`src/rtl/debug_dump_sequencer_if.sv`:
```
// Debug dump sequencer bus: UART rx/tx strobes,
// debug-word mux and pipeline enables.
interface debug_dump_sequencer_if #(
  parameter int IDX_W = 6
);
  logic             rx_done_tick;
  logic [7:0]       rx_data;
  logic             halt_req;
  logic [31:0]      word_data;
  logic [IDX_W-1:0] word_idx;
  logic             tx_start;
  logic [7:0]       tx_data;
  logic             tx_done_tick;
  logic             enable;
  logic             enable_pc;
  logic             busy;

  modport master (
    output rx_done_tick,
    output rx_data,
    output halt_req,
    output word_data,
    output tx_done_tick,
    input  word_idx,
    input  tx_start,
    input  tx_data,
    input  enable,
    input  enable_pc,
    input  busy
  );

  modport slave (
    input  rx_done_tick,
    input  rx_data,
    input  halt_req,
    input  word_data,
    input  tx_done_tick,
    output word_idx,
    output tx_start,
    output tx_data,
    output enable,
    output enable_pc,
    output busy
  );
endinterface

```
`src/rtl/debug_dump_sequencer.sv`:
```
// Debug command/step controller: gates the pipeline,
// then streams a snapshot of debug words MSB first.
module debug_dump_sequencer #(
  parameter int         NUM_WORDS = 40,
  parameter int         IDX_W     = 6,
  parameter logic [7:0] CMD_STEP  = 8'h73,
  parameter logic [7:0] CMD_RUN   = 8'h63,
  parameter logic [7:0] CMD_DUMP  = 8'h64
) (
  input logic                   clk,
  input logic                   reset,
  debug_dump_sequencer_if.slave bus
);

  localparam logic [IDX_W-1:0] LAST =
    IDX_W'(NUM_WORDS - 1);

  typedef enum logic [2:0] {
    IDLE, STEP, RUN, LOAD, SEND, WAIT
  } state_t;

  state_t      state;
  logic [31:0] shift;
  logic [1:0]  byte_cnt;

  always_ff @(posedge clk) begin
    if (reset) begin
      state         <= IDLE;
      shift         <= '0;
      byte_cnt      <= '0;
      bus.word_idx  <= '0;
      bus.tx_start  <= 1'b0;
      bus.tx_data   <= 8'h00;
      bus.enable    <= 1'b0;
      bus.enable_pc <= 1'b0;
      bus.busy      <= 1'b0;
    end else begin
      bus.tx_start <= 1'b0;
      unique case (state)
        IDLE: begin
          if (bus.rx_done_tick) begin
            unique case (1'b1)
              bus.rx_data == CMD_STEP: begin
                state         <= STEP;
                bus.enable    <= 1'b1;
                bus.enable_pc <= 1'b1;
                bus.busy      <= 1'b1;
              end
              bus.rx_data == CMD_RUN: begin
                state         <= RUN;
                bus.enable    <= 1'b1;
                bus.enable_pc <= 1'b1;
                bus.busy      <= 1'b1;
              end
              bus.rx_data == CMD_DUMP: begin
                state        <= LOAD;
                bus.word_idx <= '0;
                bus.busy     <= 1'b1;
              end
              default: ;
            endcase
          end
        end
        STEP: begin
          state         <= LOAD;
          bus.word_idx  <= '0;
          bus.enable    <= 1'b0;
          bus.enable_pc <= 1'b0;
        end
        RUN: begin
          if (bus.halt_req) begin
            state         <= LOAD;
            bus.word_idx  <= '0;
            bus.enable    <= 1'b0;
            bus.enable_pc <= 1'b0;
          end
        end
        LOAD: begin
          shift    <= bus.word_data;
          byte_cnt <= '0;
          state    <= SEND;
        end
        SEND: begin
          bus.tx_data  <= shift[31:24];
          bus.tx_start <= 1'b1;
          state        <= WAIT;
        end
        WAIT: begin
          if (bus.tx_done_tick) begin
            if (byte_cnt != 2'd3) begin
              shift    <= {shift[23:0], 8'h00};
              byte_cnt <= byte_cnt + 2'd1;
              state    <= SEND;
            end else if (bus.word_idx != LAST) begin
              bus.word_idx <= bus.word_idx + 1'b1;
              state        <= LOAD;
            end else begin
              bus.word_idx <= '0;
              bus.busy     <= 1'b0;
              state        <= IDLE;
            end
          end
        end
        default: state <= IDLE;
      endcase
    end
  end

endmodule

```
`src/flat_wrapper.sv`:
```
// flat-port wrapper written by rule: the top's interface ports become plain ports
module debug_dump_sequencer_flat 
#(
  parameter int         NUM_WORDS = 40,
  parameter int         IDX_W     = 6,
  parameter logic [7:0] CMD_STEP  = 8'h73,
  parameter logic [7:0] CMD_RUN   = 8'h63,
  parameter logic [7:0] CMD_DUMP  = 8'h64
)
  (clk, reset, bus_rx_done_tick, bus_rx_data, bus_halt_req, bus_word_data, bus_tx_done_tick, bus_word_idx, bus_tx_start, bus_tx_data, bus_enable, bus_enable_pc, bus_busy);
  debug_dump_sequencer_if #(.IDX_W(IDX_W)) bus_i ();
  input logic clk;
  input logic reset;
  input wire logic [$bits(bus_i.rx_done_tick)-1:0] bus_rx_done_tick;
  input wire logic [$bits(bus_i.rx_data)-1:0] bus_rx_data;
  input wire logic [$bits(bus_i.halt_req)-1:0] bus_halt_req;
  input wire logic [$bits(bus_i.word_data)-1:0] bus_word_data;
  input wire logic [$bits(bus_i.tx_done_tick)-1:0] bus_tx_done_tick;
  output wire logic [$bits(bus_i.word_idx)-1:0] bus_word_idx;
  output wire logic [$bits(bus_i.tx_start)-1:0] bus_tx_start;
  output wire logic [$bits(bus_i.tx_data)-1:0] bus_tx_data;
  output wire logic [$bits(bus_i.enable)-1:0] bus_enable;
  output wire logic [$bits(bus_i.enable_pc)-1:0] bus_enable_pc;
  output wire logic [$bits(bus_i.busy)-1:0] bus_busy;
  assign bus_i.rx_done_tick = bus_rx_done_tick;
  assign bus_i.rx_data = bus_rx_data;
  assign bus_i.halt_req = bus_halt_req;
  assign bus_i.word_data = bus_word_data;
  assign bus_i.tx_done_tick = bus_tx_done_tick;
  assign bus_word_idx = bus_i.word_idx;
  assign bus_tx_start = bus_i.tx_start;
  assign bus_tx_data = bus_i.tx_data;
  assign bus_enable = bus_i.enable;
  assign bus_enable_pc = bus_i.enable_pc;
  assign bus_busy = bus_i.busy;
  debug_dump_sequencer #(.NUM_WORDS(NUM_WORDS), .IDX_W(IDX_W), .CMD_STEP(CMD_STEP), .CMD_RUN(CMD_RUN), .CMD_DUMP(CMD_DUMP)) u_core (.clk(clk), .reset(reset), .bus(bus_i));
endmodule
```
`config.mk`:
```
export PLATFORM = sky130hd
export DESIGN_NAME = debug_dump_sequencer_flat
export DESIGN_NICKNAME = d
export VERILOG_FILES = /design/src/rtl/debug_dump_sequencer_if.sv /design/src/rtl/debug_dump_sequencer.sv /design/src/flat_wrapper.sv
export SDC_FILE = /design/constraint.sdc
export NUM_CORES = 1
export LEC_CHECK = 0
export CAP_MARGIN = 20
export CELL_PAD_IN_SITES_DETAIL_PLACEMENT = 1
export CELL_PAD_IN_SITES_GLOBAL_PLACEMENT = 2
export CORE_AREA = 2 2 99 101
export CTS_CLUSTER_SIZE = 12
export DETAILED_ROUTE_END_ITERATION = 10
export DIE_AREA = 0 0 101 103
export PLACE_DENSITY = 0.8
export SLEW_MARGIN = 20
export SYNTH_ARGS = -nofsm -noshare
export SYNTH_HDL_FRONTEND = slang
export SYNTH_SLANG_ARGS = --single-unit
```
`constraint.sdc`:
```
create_clock -name clk -period 2.3 [get_ports clk]
set_clock_uncertainty 0.1 [all_clocks]
set_input_delay 0.46 -clock clk [delete_from_list [all_inputs] [get_ports clk]]
set_output_delay 0.46 -clock clk [all_outputs]
set_load 0.1 [all_outputs]
```
==> metrics.txt <==
Worst Setup Slack, final=136 ps; Seq cells post-synth=54; status=complete, no violations; yosys warns=0; clock latency at the later pin of the worst-skew pair=320 ps; GP Congestion=0.744; Max-slew headroom=61.1%; DRT antenna net count=0; Synth Cell Area=2550 um^2; Die H=103 um; CTS Sinks=54; cts-stage hold buffer count=0; Initial Utilization=26.9%; Rows=36; critical path arrival=2300 ps; # diodes=0; DIE AREA=10400 um^2; Min-Delay Endpoint=u_core.bus.tx_data[3]; fin. max-slew vios=0; RSZ-0062 raised after global routing=false; worst slew pin tran=583 ps; gr ovfl total=0; hold path startpoint=u_core.shift[27]; P per Cell Area=491 nW/um^2; clock buffer depth=2; Post-Syn Nets=354; Worst R2R Setup Slack=240 ps; area leader, netlist=dfxtp_1; CP Launch Type=input pin; WL per Instance=14.2 um; post-synth top area share=42.4%; Synth-to-Final Area Change=32.8%; Worst VDD drop=0.201 mV; RR Startpoint=u_core.state[1]; post-CTS setup buffer count=0; crit path time final=2160 ps; layout net count=416; Inserted Clock Buffers=5; Most Crowded Layer GR=met2; Critical path origin=bus_rx_data[0]; Total GRT Usage=13.8%; Place WS=-231 ps; total length of routed wires=6890 um; hold slack=361 ps; Pleak=1.23 nW; worst endpoint required time=2430 ps; vias in the first global route=2379; initial antenna violation count=0; DR vias/cell=4.88; Async SR Flop Fraction=0%; Reg clk slew, reported paths=110 ps; Final setup viols=0; max capacitance violation total=0; layout cells sized above 1=15.9%; CP max FO=8; DR DRC count=0; Synth cell types=56; met1 Usage GRT=18.4%; EDFF count, synth=0; Top-Level Pins=63; worst reg-to-reg path cell count=6; Tot Pwr=0.00166 W; top_reg_cell synth=dfxtp_1; hold crit path type=reg2reg; Detail Placement HPWL=4890 um; Core ar.=9460 um^2; main area contributors after synthesis=dfxtp_1, nand2_1, a311oi_1; Hold Vio Cnt, Final=0; # H-tree levels=2; grt met2 use=23.1%; router iterations before antenna repair=4; Final period util=94.1%; hold path cells=2; root buffer cell=clkbuf_8; Buffers on Ports=62; 1st-iter DRT viols=76; crit end category=register; Crit Reg-Reg Endpoint=u_core.bus.word_idx[4]; Layout Utilization=35.8%; largest net degree at the start of global routing=50; via count=2364; Crit Path Category=in2reg; first-pass GRT wire length=11500 um; sequential share of the synthesized area=42.4%; CTS tree=built; Die X=101 um; cells after synthesis=307; met3 Resource Use GR=2.24%; Total Neg Setup Slack=0 ps; Max Fclk=462 MHz; Avg Inst Size Synth=8.30 um^2
[state kept, by name (all words and copies together) (netlist names)]
signal               cells
u_core.bus.busy          1
u_core.bus.enable        1
u_core.bus.tx_data       8
u_core.bus.tx_start      1
u_core.bus.word_idx      6
u_core.byte_cnt          2
u_core.shift            32
u_core.state             3
[critical path: stages]
cell and delay (ps):
clkdlybuf4s50_1 470, nor4b_4 340, a21oi_2 110, a2111oi_4 410, buf_6 190, nand2_4 50
o41ai_2 260
[synth_stat cells, types with 2 or more instances]
master and count:
nand2_1 70, dfxtp_1 54, nor2_1 41, a311oi_1 25
a21oi_1 14, clkbuf_1 11, a22oi_1 8, buf_2 7
nand3_1 7, inv_1 6, nor3_1 6, buf_6 5
a31oi_1 4, a21boi_1 3, and3b_1 2, ha_1 2
nand3b_1 2, o21ai_1 2
[worst max path at each step]
stage	endpoint	depth (start not counted)
2_1_floorplan	u_core.state[0]	5
3_3_place_gp	u_core.bus.word_idx[4]	7
3_5_place_dp	u_core.bus.word_idx[4]	7
4_1_cts	u_core.bus.word_idx[4]	7
5_1_grt	u_core.bus.word_idx[4]	7
6_report	u_core.bus.word_idx[4]	7
[cell usage in the layout, fill, tap and decap left out, types with 2 or more instances in the layout]
cell              n
nand3b_1          2
a31oi_1           4
clkdlybuf4s50_1  43
nand2_1          70
nor2_1           41
a22oi_1           8
a311oi_1         25
buf_4            33
clkbuf_8          6
nand3_1           7
and3b_1           2
dfxtp_1          52
inv_1             6
nor3_1            6
dfxtp_2           2
a21oi_1          14
ha_1              2
buf_12            2
a21boi_1          3
o21ai_1           2
[cell type report]
| type | count | area [um^2] |
|---|---|---|
| Sequential cell | 54 | 1080 |
| Tap cell | 114 | 143 |
| Clock buffer | 6 | 82.6 |
| Inverter | 6 | 22.5 |
| Timing Repair Buffer | 80 | 734 |
| Clock inverter | 2 | 16.3 |
| Multi-Input combinational cell | 222 | 1300 |
| Fill cell | 1163 | 6080 |
[layer usage]
metal,vias up,share of wire [%]
met2,41,47
met4,0,1.2
met1,1098,49
li1,1218,-
met5,-,0
met3,7,2.9
[timing repair]
item / CTS / global route
resized for setup: 0 / 1
endpoints found under the setup margin: 0 / 1
endpoints found under the hold margin: 0 / 0
[through the flow]
step	cell area (um^2)	std cells
finish	3380	484
global route	3380	484
CTS	3380	484
detailed placement	3280	476
global placement	3280	476
floorplan	2550	307
[power breakdown]
part	internal [W]	leakage, nW	total [W]	switching [W]
clock network	0.000249	0.0478	0.000589	0.000340
logic	0.0000855	0.748	0.000136	0.0000509
registers	0.000935	0.436	0.000935	0.000000364
[cell families after synthesis]
kind of cell | synth area share, %
AO/OA/AOI/OAI | 22.9
XOR/XNOR | 0.344
adder cells (fa/ha/maj) | 0.982
buffers and inverters | 6.53
flip-flops | 42.4
multiplexers | 0.393
AND/OR/NAND/NOR | 26.4
No activity file was read; power rests on OpenSTA's default activity.
